--- config.mk ---
export PLATFORM = sky130hd
export DESIGN_NAME = matrix_output_arb
export DESIGN_NICKNAME = d
export VERILOG_FILES = /design/src/rtl/matrix_arb_pkg.sv /design/src/rtl/matrix_output_arb_rr_pick.sv /design/src/rtl/matrix_output_arb.sv
export SDC_FILE = /design/constraint.sdc
export NUM_CORES = 1
export LEC_CHECK = 0
export CAP_MARGIN = 20
export CORE_AREA = 8 8 45 47
export DETAILED_ROUTE_END_ITERATION = 10
export DIE_AREA = 0 0 53 55
export PLACE_DENSITY = 0.76
export SLEW_MARGIN = 20
export SYNTH_ARGS = -nofsm -noshare
export SYNTH_HDL_FRONTEND = slang
export SYNTH_SLANG_ARGS = --single-unit
export TNS_END_PERCENT = 50
--- constraint.sdc ---
create_clock -name HCLK -period 6.1 [get_ports HCLK]
set_clock_uncertainty 0.1 [all_clocks]
set_input_delay 0.915 -clock HCLK [delete_from_list [all_inputs] [get_ports HCLK]]
set_output_delay 0.915 -clock HCLK [all_outputs]
set_load 0.05 [all_outputs]
--- src/rtl/matrix_arb_pkg.sv ---
// Shared constants for the bus-matrix output-port arbiter: default port count,
// port-index width helper and the AHB HTRANS encodings.
package matrix_arb_pkg;

    localparam int NUM_PORTS_DEF = 3;

    typedef enum logic [1:0] {
        HTRANS_IDLE   = 2'b00,
        HTRANS_BUSY   = 2'b01,
        HTRANS_NONSEQ = 2'b10,
        HTRANS_SEQ    = 2'b11
    } htrans_e;

    // Index width for n ports; never below one bit.
    function automatic int port_w(input int n);
        int w;
        w = 1;
        while ((1 << w) < n) begin
            w++;
        end
        return w;
    endfunction

endpackage

--- src/rtl/matrix_output_arb_rr_pick.sv ---
// Rotate-priority find-first: the first requester strictly after ptr,
// wrapping modulo NUM_PORTS, wins; none flags an empty request vector.
module rr_pick
    import matrix_arb_pkg::*;
#(
    parameter int NUM_PORTS = NUM_PORTS_DEF,
    parameter int PORT_W    = port_w(NUM_PORTS)
) (
    input  logic [NUM_PORTS-1:0] req,
    input  logic [PORT_W-1:0]    ptr,
    output logic [PORT_W-1:0]    winner,
    output logic                 none
);

    always_comb begin
        int idx;
        idx    = 0;
        winner = '0;
        none   = 1'b1;
        // Farthest offset first so the nearest requester after ptr overwrites last.
        for (int i = NUM_PORTS; i >= 1; i--) begin
            idx = (int'(ptr) + i) % NUM_PORTS;
            if (req[idx]) begin
                winner = PORT_W'(idx);
                none   = 1'b0;
            end
        end
    end

endmodule

--- src/rtl/matrix_output_arb.sv ---
// Round-robin owner arbiter for one bus-matrix output port with burst hold and,
// when MATRIX_ARB_LOCK_EN is defined, locked-sequence hold.
module matrix_output_arb
    import matrix_arb_pkg::*;
#(
    parameter int NUM_PORTS = NUM_PORTS_DEF,
    parameter int PORT_W    = port_w(NUM_PORTS)
) (
    input  logic                   HCLK,
    input  logic                   HRESETn,
    input  logic [NUM_PORTS-1:0]   req_op,
    input  logic [2*NUM_PORTS-1:0] trans_op,
    input  logic [NUM_PORTS-1:0]   lock_op,
    input  logic                   HREADYM,
    output logic [PORT_W-1:0]      addr_in_port,
    output logic                   no_port,
    output logic [PORT_W-1:0]      data_in_port,
    output logic [NUM_PORTS-1:0]   active_op,
    output logic                   sel_out
);

    logic [PORT_W-1:0] owner;
    logic              no_port_q;
    logic [PORT_W-1:0] data_port;
    logic [PORT_W-1:0] rr_ptr;

    logic [PORT_W-1:0] owner_nxt;
    logic              no_port_nxt;
    logic [PORT_W-1:0] rr_ptr_nxt;

    logic [PORT_W-1:0] rr_winner;
    logic              rr_none;
    logic [1:0]        owner_trans;
    logic              owner_req;
    logic              burst_hold;
    logic              lock_hold;

    rr_pick #(
        .NUM_PORTS (NUM_PORTS),
        .PORT_W    (PORT_W)
    ) u_rr_pick (
        .req    (req_op),
        .ptr    (rr_ptr),
        .winner (rr_winner),
        .none   (rr_none)
    );

    // Hold terms only apply to a real owner; a parked index owns nothing.
    assign owner_trans = trans_op[2*int'(owner) +: 2];
    assign owner_req   = req_op[owner] & ~no_port_q;
    assign burst_hold  = owner_req &
                         ((owner_trans == HTRANS_SEQ) || (owner_trans == HTRANS_BUSY));

`ifdef MATRIX_ARB_LOCK_EN
    assign lock_hold = owner_req & lock_op[owner];
`else
    logic unused_lock;
    assign unused_lock = ^lock_op;
    assign lock_hold   = 1'b0;
`endif

    always_comb begin
        owner_nxt   = owner;
        no_port_nxt = no_port_q;
        rr_ptr_nxt  = rr_ptr;
        if (burst_hold || lock_hold) begin
            no_port_nxt = 1'b0;
        end else if (!rr_none) begin
            owner_nxt   = rr_winner;
            rr_ptr_nxt  = rr_winner;
            no_port_nxt = 1'b0;
        end else begin
            no_port_nxt = 1'b1;
        end
    end

    // Address-phase owner registers; data phase trails by one ready edge.
    always_ff @(posedge HCLK) begin
        if (!HRESETn) begin
            owner     <= '0;
            no_port_q <= 1'b1;
            data_port <= '0;
            rr_ptr    <= PORT_W'(NUM_PORTS - 1);
        end else if (HREADYM) begin
            owner     <= owner_nxt;
            no_port_q <= no_port_nxt;
            rr_ptr    <= rr_ptr_nxt;
            if (!no_port_q) begin
                data_port <= owner;
            end
        end
    end

    assign addr_in_port = owner;
    assign no_port      = no_port_q;
    assign data_in_port = data_port;
    assign sel_out      = ~no_port_q;

    always_comb begin
        active_op = '0;
        if (!no_port_q) begin
            active_op[owner] = 1'b1;
        end
    end

endmodule

==> results of run 1 <==
==> worst paths after layout <==
check                           depth (start not counted)                           end  slack (ns)
worst max-delay path                                    2                  active_op[1]        3.25
worst min-delay path                                    2  data_in_port[1]$_SDFFE_PN0P_        0.43
worst max register to register                          7  addr_in_port[0]$_SDFFE_PN0P_        3.90
worst min register to register                          2  data_in_port[1]$_SDFFE_PN0P_        0.43
==> worst max-delay path, cell delays in order, from the launching register on <==
cell and delay [ns]:
dfxtp_1 0.50, nor3b_2 0.25, clkdlybuf4s50_1 0.83
==> cells in the final DEF (no fill, tap or decap), drive strengths merged, types with 3 or more instances in the layout <==
cell           synthesis  final
clkdlybuf4s50          0     17
nand2                  7      7
nor2b                  6      6
mux2i                  6      6
dfxtp                  6      6
inv                    5      5
ha                     4      4
nand3                  3      3
clkbuf                 0      3
==> metrics by stage <==
step	worst slack, ns	hold slack (ns)	total power, mW
finish	3.25	0.428	0.150
global route	3.14	0.464	0.160
CTS	3.23	0.423	0.151
detailed placement	3.50	0.410	0.113
global placement	3.53	0.401	0.112
floorplan	3.40	0.435	0.0963
==> Yosys cell counts, types with 2 or more instances <==
library cell / count
a21oi_1: 2
mux2i_1: 6
nand3_1: 3
dfxtp_1: 6
ha_1: 4
nor2b_1: 6
nand2_1: 6
inv_1: 5
==> state kept, by name (all words and copies together), names as in the netlist <==
signal,cells
data_in_port,2
no_port,1
addr_in_port,2
rr_ptr,1
==> metal layers <==
metal | vias up | part of all wire, %
li1 | 253 | -
met1 | 237 | 41
met2 | 16 | 50
met3 | 3 | 7.6
met4 | 0 | 0.71
met5 | - | 0
==> report_power, final <==
group	leakage [nW]	switching, mW	internal, mW	total, mW
Sequential	0.0491	0.00452	0.0422	0.0468
Combinational	0.222	0.0371	0.0289	0.0661
Clock	0.0138	0.0147	0.0223	0.0369
==> area by class of cell <==
| class | instances | area [µm²] | share of cell area [%] |
|---|---|---|---|
| Timing Repair Buffer | 17 | 170 | 24.0 |
| Clock buffer | 3 | 22.5 | 3.17 |
| Sequential cell | 6 | 120 | 16.9 |
| Inverter | 5 | 18.8 | 2.65 |
| Tap cell | 16 | 20.0 | 2.82 |
| Multi-Input combinational cell | 47 | 358 | 50.4 |
==> logic make-up after synthesis <==
kind of cell	count (synthesis)	share of synthesized area, %
and+or+nand+nor	23	26.7
buffers and inverters	7	7.28
DFF	6	23.3
adders and majority gates	4	9.71
AOI/OAI and AO/OA	14	21.4
muxes	6	11.7
==> metrics.md, run 1 <==
| Metric | Value |
|---|---|
| Synth Net Count | `79` |
| Asr flop ratio synth | `0%` |
| Fin Setup TNS | `0 ns` |
| Sink Count | `6` |
| Worst-Skew Late Latency | `0.25 ns` |
| Ys flop type | `dfxtp_1` |
| Critical Path AT | `1.83 ns` |
| Pleak | `0.285 nW` |
| Initial antenna violation count | `0` |
| Layout Cells excl Fill | `94` |
| Top cells by area, synth | `dfxtp_1, mux2i_1, ha_1` |
| Antenna viol nets, final | `0` |
| Slew Limit Fails | `0` |
| HP Start | `data_in_port[1]$_SDFFE_PN0P_` |
| Met2 Use GR | `15.2%` |
| DR vias | `509` |
| Ys Warns | `0` |
| Register bit total from synthesis | `6` |
| Reg-to-reg startpoint | `addr_in_port[0]$_SDFFE_PN0P_` |
| Mapped Cells | `60` |
| Area grow syn2layout | `37.6%` |
| Max frequency | `0.351 GHz` |
| Setup violators final | `0` |
| I/O Pins | `24` |
| Status | `completed` |
| Data required time of the worst path | `5.08 ns` |
| Wire length per cell | `13.4 µm` |
| Post-synth cell types | `30` |
| Power Density | `211 mW/mm²` |
| FP Rows | `14` |
| CTS max path bufs | `2` |
| Final Hold Vio Count | `0` |
| Gpl congestion | `0.806` |
| Crit. End Element | `primary output` |
| Critical path class | `reg2out` |
| Global Route Usage Sum | `9.13%` |
| Min-Delay Path Class | `reg2reg` |
| Cells after DPL | `91` |
| Num CTS Buffers | `3` |
| Final period util | `46.7%` |
| Post-CTS setup buffers | `0` |
| Fraction of layout cells with a size suffix above 1 | `11.5%` |
| Gr busiest metal | `met2` |
| Number of flops mapped to enable cells by yosys | `0` |
| RSZ-0062 raised after global routing | `no` |
| Grt total ovfl | `0` |
| Dpl hpwl | `1000 µm` |
| CTS tree | `yes` |
| Maximum fanout along the worst path | `10` |
| Largest net degree at the start of global routing | `11` |
| Worst VDD drop | `108 µV` |
| Clock Pin Slew Worst Setup and Hold Paths | `0.04 ns` |
| Vias in the first global route | `462` |
| Initial core utilization | `37.3%` |
| Residual DRC | `0` |
| Max_cap viols | `0` |
| Die Span Y | `55 µm` |
| Sequential cell area fraction in the yosys report | `23.3%` |
| Hold_buf cts | `0` |
| Synth top area share | `23.3%` |
| CP Launch Type | `flip-flop` |
| Post-cts resize count | `0` |
| # fillers | `136` |
| Fin util | `51.3%` |
| Core region area | `0.00138 mm²` |
| Root buf cell | `clkbuf_4` |
| Max-slew headroom | `65.9%` |
| Met1 Usage GRT | `9.74%` |
| Die width | `53 µm` |
| Post-Syn Area | `515 µm²` |
| Fin area | `709 µm²` |
| Ant. Diodes | `0` |
| Post-layout minimum cycle time | `2.85 ns` |
| Drt first pass iters | `4` |
| Worst-margin pin slew | `0.510 ns` |
| Drt total wl | `1260 µm` |
| Mean post-synth cell area | `8.59 µm²` |
| Placed cell area | `687 µm²` |
| Average via count per standard cell | `5.41` |
| H-tree depth | `1` |
| # nets final | `99` |
| Number of DRC markers in iteration 0 | `7` |
| Cell taking the most area after synthesis | `dfxtp_1` |
| GRT met3 Usage | `4.28%` |
| Worst setup path startpoint | `addr_in_port[0]$_SDFFE_PN0P_` |
| Port Buffers | `17` |
| Global-route wire length before repair | `1990 µm` |
| Die area | `0.00292 mm²` |
(Power assumes the default switching activity.)
==> run 2: changes to the inputs <==
Settings changed: CORE_AREA 8 8 45 47 to unset, CORE_MARGIN set to 8, CORE_UTILIZATION set to 39, DIE_AREA 0 0 53 55 to unset, PLACE_DENSITY 0.76 to 0.77.
Clock period 6.1 ns to 2.8 ns, I/O delays scaled along.
==> run 2 against run 1 <==
  * Sequential power grew 120%
  * Worst hold slack got worse by 0.0052 ns
  * Flip-flop and latch count unchanged
  * Non-clock buffer count is the same
  * Largest power group unchanged
==> metrics.md, run 2 (synthesis gave the netlist of run 1 again) <==
| Metric | Value |
|---|---|
| Net switching power | `0.121 mW` |
| CP Cell Sequence | `nor3b_2, clkdlybuf4s50_1` |
| Placed cell area | `686 µm²` |
| CP peak stage delay | `0.83 ns` |
| Initial antenna violation count | `0` |
| Grt total ovfl | `0` |
| Post-layout minimum cycle time | `2.35 ns` |
| Critical path class | `reg2out` |
| Vias in the first global route | `475` |
| Status | `completed` |
| # nets final | `99` |
| Global-route wire length before repair | `2010 µm` |
| Max-slew headroom | `66.3%` |
| Drt total wl | `1250 µm` |
| Sequential power share | `31.3%` |
| Critical Path End | `active_op[1]` |
| Final period util | `83.8%` |
| Min-Delay Path Class | `reg2reg` |
| RSZ-0062 raised after global routing | `no` |
| Post-cts resize count | `0` |
| Crit. End Element | `primary output` |
| Critical Path AT | `1.83 ns` |
| CP Launch Type | `flip-flop` |
| Dpl hpwl | `1010 µm` |
| Die Span Y | `52.4 µm` |
| Ant. Diodes | `0` |
| I/O Pins | `24` |
| Critical path's top delay family | `buffers and inverters` |
| Slew Limit Fails | `0` |
| Flop-to-flop setup slack | `0.59 ns` |
| Final Hold Vio Count | `0` |
| Clock power share | `24.0%` |
| Worst VDD drop | `256 µV` |
| Reg-to-reg startpoint | `addr_in_port[0]$_SDFFE_PN0P_` |
| Largest net degree at the start of global routing | `11` |
| Data required time of the worst path | `2.28 ns` |
| Clock Pin Slew Worst Setup and Hold Paths | `0.05 ns` |
| Port Buffers | `17` |
| Total Power | `0.324 mW` |
| Initial core utilization | `40.6%` |
| Fin area | `708 µm²` |
| Number of DRC markers in iteration 0 | `7` |
| Root buf cell | `clkbuf_4` |
| Worst setup path startpoint | `addr_in_port[0]$_SDFFE_PN0P_` |
| Layout Cells excl Fill | `93` |
| Fraction of layout cells with a size suffix above 1 | `11.5%` |
| Cell Int Power | `0.204 mW` |
| Commonest non-fill, non-tap cell in the layout | `clkdlybuf4s50_1` |
| Highest-delay cell along the critical path | `clkdlybuf4s50_1` |
| Most frequent cells in the layout | `clkdlybuf4s50_1, nor2b_1, nand2_1, mux2i_1, dfxtp_1` |
| Die area | `0.00274 mm²` |
| CTS max path bufs | `2` |
| CTS tree | `yes` |
| Residual DRC | `0` |
| Global Route Usage Sum | `9.18%` |
| Comb pwr share | `44.7%` |
| Sink Count | `6` |
| Die width | `52.4 µm` |
| Max frequency | `0.426 GHz` |
| Num CTS Buffers | `3` |
| Drt first pass iters | `4` |
| Dpl ws | `0.612 ns` |
| Core region area | `0.00127 mm²` |
| Average via count per standard cell | `5.62` |
| Cells after DPL | `90` |
| Worst-margin pin slew | `0.503 ns` |
| Max_cap viols | `0` |
| Power Density | `458 mW/mm²` |
| Antenna viol nets, final | `0` |
| FP Rows | `13` |
| Maximum fanout along the worst path | `10` |
| DR vias | `523` |
| Setup violators final | `0` |
| Area grow syn2layout | `37.4%` |
| FF-to-FF End | `addr_in_port[0]$_SDFFE_PN0P_` |
| Sw Ratio | `37.3%` |
| Worst-Skew Late Latency | `0.24 ns` |
| Post-CTS setup buffers | `0` |
| FF-to-FF path depth | `7` |
| Gpl congestion | `0.885` |
| Wire length per cell | `13.4 µm` |
| Crit path depth | `2` |
| Pleak | `0.285 nW` |
| Worst setup margin | `0.454 ns` |
| Fin Setup TNS | `0 ns` |
| Worst path bufs/invs | `1` |
| Hold_buf cts | `0` |
| Worst hold slack | `0.422 ns` |
| H-tree depth | `1` |
| # fillers | `130` |
| Fin util | `55.8%` |
==> run 2: cell counts in the layout (fill, tap and decap cells not counted) <==
Identical to the previous run, type by type.
==> run 2: per-layer routing <==
layer | vias up | track usage (%) | wire length, µm
li1 | 253 | - | -
met1 | 243 | 9.57 | 563
met2 | 25 | 16.4 | 573
met3 | 2 | 3.69 | 102
met4 | 0 | 2.59 | 6
met5 | - | 0 | 0
==> run 2: cell type report <==
type / count / area [µm²] / share of cell area [%]
Sequential cell: 6 / 120 / 17.0
Clock buffer: 3 / 22.5 / 3.18
Timing Repair Buffer: 17 / 170 / 24.0
Tap cell: 15 / 18.8 / 2.65
Inverter: 5 / 18.8 / 2.65
Multi-Input combinational cell: 47 / 358 / 50.5
==> run 2: worst register-to-register path, stage by stage, from the launching register on <==
cell and delay [ns]:
dfxtp_1 0.50, inv_1 0.14, ha_1 0.42, or2_4 0.28, a21oi_1 0.16, o2111ai_2 0.19
nand2_2 0.14, mux2i_1 0.20
==> run 2: how the worst min path moves through the flow <==
stage                                  from                           end  slack, ns  depth (start not counted)
6_report       data_in_port[1]$_SDFFE_PN0P_  data_in_port[1]$_SDFFE_PN0P_       0.42                          2
4_1_cts        data_in_port[1]$_SDFFE_PN0P_  data_in_port[1]$_SDFFE_PN0P_       0.42                          2
2_1_floorplan                       HRESETn        rr_ptr[1]$_SDFFE_PN1P_       0.39                          1
3_5_place_dp   data_in_port[1]$_SDFFE_PN0P_  data_in_port[1]$_SDFFE_PN0P_       0.40                          2
5_1_grt        data_in_port[0]$_SDFFE_PN0P_  data_in_port[0]$_SDFFE_PN0P_       0.45                          2
3_3_place_gp   data_in_port[0]$_SDFFE_PN0P_  data_in_port[0]$_SDFFE_PN0P_       0.40                          2
==> run 2: power groups by stage <==
stage                     clock, mW  combinational (mW)  sequential [mW]
after detailed placement          0               0.144            0.103
after global routing         0.0887               0.155            0.103
after floorplan                   0              0.0989            0.111
after CTS                    0.0799               0.144            0.101
final                        0.0780               0.145            0.101
after global placement            0               0.142            0.103
